<file path="src/rtl/flag_branch_unit.sv">
// flag_branch_unit: EX-stage flag register, BRFL branch resolution, divide-by-zero trap and registered MEM output.
module flag_branch_unit #(
  parameter int WIDTH = 32,
  parameter int NFLAGS = 5,
  parameter bit DIV_TRAP_EN = 1'b1
) (
  input  logic              clk,
  input  logic              rst,
  input  logic              InValid,
  output logic              InReady,
  input  logic [4:0]        ALUControl,
  input  logic [WIDTH-1:0]  ALUResult,
  input  logic [NFLAGS-1:0] RFlags,
  input  logic [NFLAGS-1:0] BranchMask,
  input  logic [WIDTH-1:0]  BranchTarget,
  output logic              OutValid,
  input  logic              OutReady,
  output logic [WIDTH-1:0]  OutResult,
  output logic [NFLAGS-1:0] FlagReg,
  output logic              BranchTaken,
  output logic [WIDTH-1:0]  BranchPC,
  output logic              FlushReq,
  output logic              Trap,
  input  logic              TrapAck,
  output logic [31:0]       RetireCount
);
  localparam logic [4:0] OP_ADD = 5'b00110, OP_SUB = 5'b00111, OP_MULT = 5'b01000,
                         OP_DIV = 5'b01001, OP_CMP = 5'b01110, OP_BRFL = 5'b10010,
                         OP_NOP = 5'b10101;
  typedef enum logic {RUN, TRAP} state_t;
  state_t state, state_nxt;
  logic accept, bubble, flag_wr, trap_hit, take;
  assign InReady = state == RUN && (!OutValid || OutReady);
  assign accept = InValid && InReady;
  // NOP and every code above it are bubbles
  assign bubble = ALUControl >= OP_NOP;
  assign flag_wr = ALUControl inside {OP_ADD, OP_SUB, OP_MULT, OP_DIV, OP_CMP};
  assign trap_hit = accept && DIV_TRAP_EN && ALUControl == OP_DIV && RFlags[0];
  assign take = accept && ALUControl == OP_BRFL && |(FlagReg & BranchMask);
  assign Trap = state == TRAP;
  always_comb begin
    state_nxt = state;
    state_nxt = state == RUN ? (trap_hit ? TRAP : RUN) : (TrapAck ? RUN : TRAP);
  end
  always_ff @(posedge clk) begin
    if (rst) begin
      state <= RUN;
      OutValid <= 1'b0;
      OutResult <= '0;
      FlagReg <= '0;
      BranchTaken <= 1'b0;
      BranchPC <= '0;
      FlushReq <= 1'b0;
      RetireCount <= '0;
    end else begin
      state <= state_nxt;
      if (accept && !bubble && !trap_hit) begin
        OutValid <= 1'b1;
        OutResult <= ALUResult;
      end else if (OutReady) OutValid <= 1'b0;
      if (accept && flag_wr) FlagReg <= RFlags;
      BranchTaken <= take;
      FlushReq <= take;
      if (take) BranchPC <= BranchTarget;
      if (OutValid && OutReady) RetireCount <= RetireCount + 32'd1;
    end
  end
endmodule

</file>
<file path="config.mk">
export PLATFORM = sky130hd
export DESIGN_NAME = flag_branch_unit
export DESIGN_NICKNAME = d
export VERILOG_FILES = /design/src/rtl/flag_branch_unit.sv
export SDC_FILE = /design/constraint.sdc
export NUM_CORES = 1
export LEC_CHECK = 0
export ABC_AREA = 1
export CAP_MARGIN = 20
export CORE_MARGIN = 5
export CORE_UTILIZATION = 43
export CTS_CLUSTER_SIZE = 12
export DETAILED_ROUTE_END_ITERATION = 12
export GPL_TIMING_DRIVEN = 0
export PLACE_DENSITY = 0.8
export SETUP_SLACK_MARGIN = 0.15
export SYNTH_ARGS = -nofsm -noshare
export SYNTH_HDL_FRONTEND = slang
export SYNTH_SLANG_ARGS = --single-unit
</file>
<file path="constraint.sdc">
create_clock -name clk -period 1.6 [get_ports clk]
set_clock_uncertainty 0.05 [all_clocks]
set_input_delay 0.32 -clock clk [delete_from_list [all_inputs] [get_ports clk]]
set_output_delay 0.32 -clock clk [all_outputs]
set_load 0.01 [all_outputs]
</file>
==> results.ini, run 1 <==
[status]
status = finished clean

[global_routing]
grt_overflow = 0
antenna_found_initial = 1
grt_first_pass_wirelength_mm = 23.9
grtUsageTotal_pct = 22.6
grt_pass1_vias = 5026
grt_max_degree = 16

[sta]
post-route-period-util_pct = 90.8
fin_ws_ns = 0.148
worst_slew_pin_slew_ns = 0.529
tns_ns = 0
whs_ns = 0.240
setup_violations = 0
fin_crit_ns = 1.45
rsz0062_at_grt = true
fmax_mhz = 689
maxSlewViolCount = 0
relSlewSlack_pct = 64.7
finalHoldViolations = 0

[clock_network]
clk_latency_ns = 0.37
hold_buffers = 0
htree_levels = 3
cts_root_buf = clkbuf_8
clk_pin_slew_ns = 0.10
cts_sinks = 104
clock_path_buffers = 2
cts_made_buffers = 9
cts_tree = built

[power_and_ir_drop]
powerDensity_mw_per_mm2 = 711
total_power_mw = 5.17
peakVddDrop_uv = 502
p_leak_nw = 3.37

[layout]
finish.instance_area_mm2 = 0.00727
utilization_pct = 67.7
nets = 964
fin_cells = 1025
area_growth_pct = 56.1
final_layout_size_suffix_gt1_share_pct = 16.6

[synthesis]
synth_compound_area_share_pct = 7.41
synthXorXnorAreaFrac_pct = 0.188
syn_area_mm2 = 0.00466
post_synth_num_cell_types = 30
synth-adder-area-share_pct = 0.268
syn-instance-count = 667
syn_nets = 752
ys_warn_count = 0
synth_mux_area_share_pct = 0
yosys.area_share.simple_pct = 39.4
synth_top_family_by_area = simple AND/OR/NAND/NOR gates
ys_seq_elements = 104
synth_area_per_cell_um2 = 6.99
yosysSeqAreaShare_pct = 44.7

[routing]
drt-wirelength-per-cell_um = 15.1
viasPerCell = 4.94
firstDrtPassIters = 4
drtAntennaViolNets = 0
drtIter0Drc = 337
routed_wl_mm = 15.5
drc = 0
vias = 5060

[floorplan]
die_x_um = 114
die_y_um = 114
initial_core_util_pct = 43.4
rows = 38
fp.coreArea_mm2 = 0.0107
pin_count = 190
dieArea_mm2 = 0.0130

[place]
gp_congestion = 0.864
placed_area_mm2 = 0.00672
place_hpwl_mm = 11.4
portBuffers = 188
dp_worst_setup_slack_ns = -0.535
post-place-cells = 995

[hold_path]
min_path_type = input pin to register

[job]
drv_cap = 0

[critical_path]
worstSetupEndpointType = register
path_class = register to register
crit_path_start_kind = register
cp_max_fo = 10
crit_required_ns = 1.85
rrSetupSlack_ns = 0.15
arrival_ns = 1.70

-- path summary, 6_finish.rpt --
check	startpoint	endpoint	cells after the start
max	OutValid	OutResult[23]	7
min	rst	RetireCount[7]	2
max reg2reg	OutValid	OutResult[23]	7
min reg2reg	BranchPC[31]	BranchPC[31]	2
-- registers in the layout, summed over array words and instances, names as in the netlist --
signal / count
BranchPC: 32
RetireCount: 32
Trap: 1
FlushReq: 1
OutValid: 1
FlagReg: 5
OutResult: 32
-- synth_stat cells --
cell type | n | area (um2)
o31ai_1 | 1 | 7.51
nand2_2 | 2 | 12.5
nand3b_4 | 1 | 20.0
nor2_2 | 3 | 18.8
a21oi_1 | 16 | 80.1
inv_2 | 2 | 7.51
ha_1 | 1 | 12.5
nor2_4 | 6 | 67.6
nor2_1 | 202 | 758
nand4_1 | 18 | 113
nand3_1 | 24 | 120
o21a_1 | 3 | 22.5
inv_1 | 57 | 214
clkbuf_1 | 7 | 26.3
nor3_2 | 1 | 10.0
or2_2 | 1 | 6.26
and3_1 | 2 | 12.5
buf_2 | 13 | 65.1
dfxtp_1 | 104 | 2080
buf_6 | 1 | 11.3
nand3b_1 | 33 | 248
nor3_1 | 2 | 10.0
buf_1 | 2 | 7.51
clkbuf_8 | 1 | 13.8
o21ai_0 | 47 | 235
buf_4 | 4 | 30.0
nand3_2 | 1 | 10.0
nand3_4 | 1 | 17.5
nand2_1 | 110 | 413
xnor2_1 | 1 | 8.76
-- layout make-up --
class | count | area (um2)
Antenna cell | 1 | 2.50
Buffer | 28 | 233
Clock buffer | 13 | 159
Clock inverter | 3 | 40.0
Fill cell | 941 | 3470
Inverter | 59 | 226
Multi-Input combinational cell | 477 | 2460
Sequential cell | 104 | 2140
Tap cell | 140 | 175
Timing Repair Buffer | 200 | 1850
-- where the power goes --
part	leakage (nW)	switching [mW]	internal, mW	total, mW
logic	2.41	0.366	0.406	0.772
clock network	0.103	0.880	0.807	1.69
registers	0.863	0.0494	2.66	2.71
total	3.37	1.30	3.88	5.17
-- cells by family after synthesis --
family	Yosys count
AOI/OAI and AO/OA	67
xor gates and xnor gates	1
and+or+nand+nor	407
buffers and inverters	87
adders and majority gates	1
DFF	104
-- timing repair --
item | in CTS | in global routing
setup buffers | 6 | 3
endpoints found under the setup margin | 190 | 96
pin swaps | 14 | 26
gates cloned | 3 | 1
resized for setup | 199 | 90
-- metal layers --
metal | vias to the layer above | share of wire [%] | GRT usage, %
met5 | - | 0 | 0
li1 | 2533 | - | -
met2 | 178 | 51 | 40.6
met3 | 33 | 6.2 | 4.18
met4 | 0 | 2.9 | 10.8
met1 | 2316 | 40 | 25.7
-- worst max-delay path, cell delays in order (launching register included) --
cell and delay [ns]:
dfxtp_2 0.34, nand2_2 0.09, nand3_4 0.14, nand3b_4 0.20, nor2_4 0.20, buf_6 0.18, nor2_1 0.05, nor2_1 0.12
-- layout by cell type (no fill, tap or decap), types with 3 or more instances in the layout --
cell and n:
a21oi_1 16, buf_2 7, buf_4 10, buf_6 12, clkbuf_1 6, clkbuf_8 13
clkdlybuf4s15_1 9, clkdlybuf4s50_1 74, dfxtp_1 73, dfxtp_2 25, dfxtp_4 6, dlygate4sd2_1 102
inv_1 54, inv_2 4, nand2_1 104, nand2_2 5, nand2_4 3, nand3_1 16
nand3_2 6, nand3_4 4, nand3b_1 33, nand4_1 18, nor2_1 179, nor2_2 15
nor2_4 18, o21a_1 3, o21ai_0 25, o21ai_1 17, o21ai_2 5
No activity file was read; power rests on OpenSTA's default activity.
==> run 2, diff against run 1 <==
--- a/config.mk
+++ b/config.mk
@@ -6,7 +6,7 @@
 export NUM_CORES = 1
 export LEC_CHECK = 0
 export ABC_AREA = 1
-export CAP_MARGIN = 20
+export CAP_MARGIN = 25
 export CORE_MARGIN = 5
 export CORE_UTILIZATION = 43
 export CTS_CLUSTER_SIZE = 12
==> results of run 2 <==
No change in the layout: final DEF, timing and power equal those of run 1.
==> run 3, diff against run 2 <==
--- a/config.mk
+++ b/config.mk
@@ -9,6 +9,7 @@
 export CAP_MARGIN = 25
 export CORE_MARGIN = 5
 export CORE_UTILIZATION = 43
+export CTS_CLUSTER_DIAMETER = 100
 export CTS_CLUSTER_SIZE = 12
 export DETAILED_ROUTE_END_ITERATION = 12
 export GPL_TIMING_DRIVEN = 0
==> results of run 3 <==
No change in the layout: final DEF, timing and power equal those of run 1.
